### config.mk
export PLATFORM = sky130hd
export DESIGN_NAME = shift_exec
export DESIGN_NICKNAME = d
export VERILOG_FILES = /design/src/rtl/shift_pkg.sv /design/src/rtl/shift_exec_shiftright.sv /design/src/rtl/shift_exec.sv
export SDC_FILE = /design/constraint.sdc
export NUM_CORES = 1
export LEC_CHECK = 0
export ABC_AREA = 1
export CAP_MARGIN = 0
export CORE_MARGIN = 2
export CORE_UTILIZATION = 60
export CTS_BUF_LIST = sky130_fd_sc_hd__clkbuf_4
export DETAILED_ROUTE_END_ITERATION = 6
export PLACE_DENSITY = 0.88
export SLEW_MARGIN = 20
export SYNTH_ARGS = -nofsm -noshare
export SYNTH_HDL_FRONTEND = slang
export SYNTH_SLANG_ARGS = --single-unit
export TNS_END_PERCENT = 100
### constraint.sdc
create_clock -name clk -period 5.3 [get_ports clk]
set_input_delay 0.795 -clock clk [delete_from_list [all_inputs] [get_ports clk]]
set_output_delay 0.795 -clock clk [all_outputs]
set_load 0.05 [all_outputs]
### src/rtl/shift_pkg.sv
// Shared definitions for the shift execute stage: op-codes, default width
// and a bit-reverse helper used to map left shifts onto the right-shift core.
package shift_pkg;

    localparam int SHIFT_DATA_WIDTH = 20;

    // Widest operand the bit-reverse helper supports.
    localparam int REV_MAX_W = 64;

    localparam logic [1:0] OP_SRL  = 2'b00;
    localparam logic [1:0] OP_SRA  = 2'b01;
    localparam logic [1:0] OP_SLL  = 2'b10;
    localparam logic [1:0] OP_RSVD = 2'b11;

    // Reverses the low w bits of v; bits at w and above come back as zero.
    // The fixed-width full reversal keeps all indices constant, and the shift
    // realigns the reversed field down to bit 0.
    function automatic logic [REV_MAX_W-1:0] bit_reverse(input logic [REV_MAX_W-1:0] v,
                                                         input int w);
        logic [REV_MAX_W-1:0] r;
        for (int i = 0; i < REV_MAX_W; i++) begin
            r[i] = v[REV_MAX_W-1-i];
        end
        return r >> (REV_MAX_W - w);
    endfunction

endpackage

### src/rtl/shift_exec_shiftright.sv
// Combinational logical right shifter. A full-width amount at or above the
// operand width yields zero.
module shiftright
    import shift_pkg::*;
#(
    parameter int DATA_WIDTH = SHIFT_DATA_WIDTH
) (
    input  logic [DATA_WIDTH-1:0] data_i,
    input  logic [DATA_WIDTH-1:0] amount_i,
    output logic [DATA_WIDTH-1:0] data_o
);

    assign data_o = data_i >> amount_i;

endmodule

### src/rtl/shift_exec.sv
// Two-stage shift execute pipeline. Stage 1 holds the accepted operands and
// computes SRL/SRA/SLL through one right-shift core. Stage 2 holds the
// result for writeback. Full valid/ready backpressure, one request per cycle.
module shift_exec
    import shift_pkg::*;
#(
    parameter int DATA_WIDTH = SHIFT_DATA_WIDTH,
    parameter int TAG_WIDTH  = 4
) (
    input  logic                  clk,
    input  logic                  rst_n,
    input  logic                  in_valid,
    output logic                  in_ready,
    input  logic [1:0]            in_op,
    input  logic [DATA_WIDTH-1:0] in_data,
    input  logic [DATA_WIDTH-1:0] in_amount,
    input  logic [TAG_WIDTH-1:0]  in_tag,
    output logic                  out_valid,
    input  logic                  out_ready,
    output logic [DATA_WIDTH-1:0] out_data,
    output logic [TAG_WIDTH-1:0]  out_tag,
    output logic                  out_err
);

    // The width always fits in its own field because DATA_WIDTH < 2**DATA_WIDTH.
    localparam logic [DATA_WIDTH-1:0] WIDTH_AS_AMT = DATA_WIDTH'(DATA_WIDTH);
    localparam logic [DATA_WIDTH-1:0] ALL_ONES     = '1;

    function automatic logic [DATA_WIDTH-1:0] rev(input logic [DATA_WIDTH-1:0] v);
        return DATA_WIDTH'(bit_reverse({{(REV_MAX_W-DATA_WIDTH){1'b0}}, v}, DATA_WIDTH));
    endfunction

    // Stage 1 operand registers
    logic                  s1_valid_q, s1_valid_d;
    logic [1:0]            s1_op_q,    s1_op_d;
    logic [DATA_WIDTH-1:0] s1_data_q,  s1_data_d;
    logic [DATA_WIDTH-1:0] s1_amt_q,   s1_amt_d;
    logic [TAG_WIDTH-1:0]  s1_tag_q,   s1_tag_d;

    // Stage 2 result registers
    logic                  s2_valid_q, s2_valid_d;
    logic [DATA_WIDTH-1:0] s2_data_q,  s2_data_d;
    logic [TAG_WIDTH-1:0]  s2_tag_q,   s2_tag_d;
    logic                  s2_err_q,   s2_err_d;

    logic                  adv;
    logic                  accept;
    logic                  s1_msb;
    logic                  amt_sat;
    logic [DATA_WIDTH-1:0] core_in;
    logic [DATA_WIDTH-1:0] core_out;
    logic [DATA_WIDTH-1:0] sra_mask;
    logic [DATA_WIDTH-1:0] res;
    logic                  res_err;

    // Handshake: stage 2 can take a new value when empty or draining;
    // stage 1 can take a new request when empty or moving into stage 2.
    always_comb begin
        adv      = !s2_valid_q || out_ready;
        in_ready = !s1_valid_q || adv;
        accept   = in_valid && in_ready;
    end

    // Core operand select: left shifts run through the core bit-reversed.
    always_comb begin
        s1_msb  = s1_data_q[DATA_WIDTH-1];
        amt_sat = (s1_amt_q >= WIDTH_AS_AMT);
        core_in = (s1_op_q == OP_SLL) ? rev(s1_data_q) : s1_data_q;
    end

    shiftright #(
        .DATA_WIDTH(DATA_WIDTH)
    ) u_shiftright (
        .data_i  (core_in),
        .amount_i(s1_amt_q),
        .data_o  (core_out)
    );

    // Result shaping: saturation, arithmetic sign fill and un-reversal.
    always_comb begin
        res      = '0;
        res_err  = 1'b0;
        sra_mask = s1_msb ? ~(ALL_ONES >> s1_amt_q) : '0;
        case (s1_op_q)
            OP_SRL:  res = amt_sat ? '0 : core_out;
            OP_SRA:  res = amt_sat ? {DATA_WIDTH{s1_msb}} : (core_out | sra_mask);
            OP_SLL:  res = amt_sat ? '0 : rev(core_out);
            OP_RSVD: res_err = 1'b1;
        endcase
    end

    // Next-state for both stages; payloads only move with their valid.
    always_comb begin
        s1_valid_d = s1_valid_q;
        s1_op_d    = s1_op_q;
        s1_data_d  = s1_data_q;
        s1_amt_d   = s1_amt_q;
        s1_tag_d   = s1_tag_q;
        s2_valid_d = s2_valid_q;
        s2_data_d  = s2_data_q;
        s2_tag_d   = s2_tag_q;
        s2_err_d   = s2_err_q;

        if (adv) begin
            s2_valid_d = s1_valid_q;
            if (s1_valid_q) begin
                s2_data_d = res;
                s2_tag_d  = s1_tag_q;
                s2_err_d  = res_err;
            end
            s1_valid_d = 1'b0;
        end

        if (accept) begin
            s1_valid_d = 1'b1;
            s1_op_d    = in_op;
            s1_data_d  = in_data;
            s1_amt_d   = in_amount;
            s1_tag_d   = in_tag;
        end
    end

    // Pipeline registers; reset drops anything in flight.
    always_ff @(posedge clk or negedge rst_n) begin
        if (!rst_n) begin
            s1_valid_q <= 1'b0;
            s1_op_q    <= OP_SRL;
            s1_data_q  <= '0;
            s1_amt_q   <= '0;
            s1_tag_q   <= '0;
            s2_valid_q <= 1'b0;
            s2_data_q  <= '0;
            s2_tag_q   <= '0;
            s2_err_q   <= 1'b0;
        end else begin
            s1_valid_q <= s1_valid_d;
            s1_op_q    <= s1_op_d;
            s1_data_q  <= s1_data_d;
            s1_amt_q   <= s1_amt_d;
            s1_tag_q   <= s1_tag_d;
            s2_valid_q <= s2_valid_d;
            s2_data_q  <= s2_data_d;
            s2_tag_q   <= s2_tag_d;
            s2_err_q   <= s2_err_d;
        end
    end

    assign out_valid = s2_valid_q;
    assign out_data  = s2_data_q;
    assign out_tag   = s2_tag_q;
    assign out_err   = s2_err_q;

endmodule

==> qor.csv <==
metric,value,unit
num_vias,5196,
hold_buffers,0,
slew_violations,0,
drt-total-wl,14550,µm
rsz0062_at_grt,false,
synth_flop_cell,dfrtp_1,
synth_area_leaders,"dfrtp_1, nand2_1, nand3_1, mux2_2, nor2_1",
drtPass1Iterations,7,
setup_viol,0,
start_util,0.6215,
die_area,8779,µm²
antenna_found_initial,0,
slew_headroom,0.3738,
drv_cap,0,
violations,DRC,
drive_above_1_share,0.08203,
routabilityCongestion,1.025,
die_h,93.70,µm
synth-async-reset-ratio,1.000,
area_delta_synth_final,17.94,%
synth_edf_count,0,
io_buffers,76,
synth_area,4827,µm²
critPathCaptureType,flop,
power.switching,854.7,µW
hpwl,10630,µm
hp-class,in -> async,
cts_buffers,9,
ios,77,
timing.rr.start,s1_amt_q[0],
avgSynthCellArea,6.780,µm²
via_per_inst,5.972,
criticalPathCategory,reg -> reg,
synth_common_cells,"nand2_1, nand3_1, dfrtp_1",
post_cts_buffers,0,
internal_power,1063,µW
die_w,93.70,µm
rows,32,
cp.required,5.64,ns
finalHoldViolCount,0,
fmax,302.1,MHz
arrival,3.65,ns
post_cts_resized,0,
cts_tree,built,
clockBufferDepth,2,
critPathMaxFanout,27,
fin_nets,813,
synthCells,712,
drc_errors,2,
cts_root_buf,clkbuf_4,
wl_per_cell,16.73,µm
ff2ff_path_depth,13,
synthesis.nets,762,
clock-sinks,73,
worst_slack,1.989,ns
pre_cts_slack,2.173,ns
p_sw_frac,0.4456,
grt_usage,0.3463,
p_clk_frac,0.203,
clock_skew,0.03134,ns
drtAntennaViolNets,0,
synth_warnings,0,
synth.most_common_cell,nand2_1,
status,finished with violations,
p_comb_frac,0.403,
seq_area_frac_synth,0.3784,
first_iter_violations,726,
power.density,336.9,nW/µm²
grt_overflow,0,
ys_ff_latch,73,
finalSetupTns,0,ns
n_antenna_cell,0,
start_kind,flop,
leakage,0.002777,µW
synth_cell_types,36,
r2r-end,out_data[11],
grt_pass1_wl,23820,µm
fin_crit_sh,0.6246,
vdd_drop_max,0.0002404,V
clkSlewWorstSetupHoldPaths,0.16,ns
grt_max_degree,74,
synth_top_area_share,0.3784,
worst_skew_pair.late_latency,0.44,ns
p_seq_frac,0.394,
yosysTopAreaCell,dfrtp_1,
coreArea,7767,µm²
finalCriticalPeriod,3.311,ns
htree_num_levels,3,
max_slew.worst_pin.slew,0.9370,ns
grt_pass1_vias,4947,
r2r_slack,1.99,ns
-- worst max path at each step --
stage                            from           end  slack, ns  depth (start not counted)
final                     s1_amt_q[0]  out_data[11]       1.99                         13
after global placement      out_ready  out_data[13]       2.26                          7
after CTS                 s1_amt_q[0]  out_data[11]       2.13                         13
after floorplan             out_ready  s1_amt_q[10]       2.83                          5
after detailed placement    out_ready  out_data[13]       2.17                          7
after global routing      s1_amt_q[0]  out_data[11]       1.74                         13
-- registers in the layout, summed over array words and instances, names as in the netlist --
| register | cells |
|---|---|
| out_err | 1 |
| s1_data_q | 20 |
| s1_valid_q | 1 |
| s1_tag_q | 4 |
| out_valid | 1 |
| s1_amt_q | 20 |
| s1_op_q | 2 |
| out_tag | 4 |
| out_data | 20 |
-- per-layer routing --
metal / track usage / up-vias / share of wire
li1: - / 2422 / -
met1: 0.4571 / 2413 / 0.40
met2: 0.5679 / 314 / 0.48
met3: 0.06180 / 47 / 0.091
met4: 0.1329 / 0 / 0.030
met5: 0 / - / 0
-- through the flow --
stage	area, µm²	utilization	hold slack [ns]	std cells	power (µW)
final	5693	0.7329	0.4599	870	1918
after global routing	5693	0.7329	0.5158	870	2018
after CTS	5693	0.7329	0.4817	870	1910
after detailed placement	5542	0.7134	0.4483	854	1527
after global placement	5542	0.7134	0.4469	854	1501
after floorplan	4827	-	0.4364	712	1269
-- layout by cell type (no fill, tap or decap), drive strengths merged --
cell,synthesis,routed
nand2,258,258
nand3,93,93
clkdlybuf4s50,0,75
dfrtp,73,73
nor2,62,62
inv,49,53
o21ai,45,45
a21oi,37,37
mux2,23,23
nand4,11,11
clkbuf,11,9
clkinv,4,5
nand3b,4,4
a31oi,3,3
buf,27,3
o211ai,3,3
or2,3,3
nor3,2,2
and2,1,1
o22ai,1,1
o31ai,1,1
o22a,1,1
bufinv,0,1
clkinvlp,0,1
-- power by group through the flow --
stage,Combinational (µW),Sequential [µW],Clock [µW]
floorplan,384,886,0
global placement,745,756,0
detailed placement,763,764,0
CTS,766,752,392
global route,838,766,414
finish,773,756,389
-- critical path: stages (launching register included) --
cell	delay, ns
dfrtp_1	0.91
clkinv_1	0.87
nand3_1	0.31
nand2_1	0.12
o21ai_1	0.23
nand2_1	0.10
nand2_1	0.13
nand2_1	0.10
nand2_1	0.11
nand2_1	0.06
nand2_1	0.06
nand3_1	0.07
nand2_1	0.07
nand2_1	0.07
-- cell families (layout without fill, tap and decap cells) --
group,count (synthesis),in the layout,synth area share
buf+inv,91,147,0.08061
simple gates,434,434,0.3857
mux,23,23,0.05366
compound gates,91,91,0.1016
flops,73,73,0.3784
-- final cells by class --
class	instances	area, µm²
clock buffers	9	67.56
clock inverters	7	83.83
fillers	614	2074
inverters	53	200.2
multi-input cells	548	2614
flip-flops and latches	73	1827
well taps	102	127.6
repair buffers	78	773.2
Power figures use the tool's default switching activity.
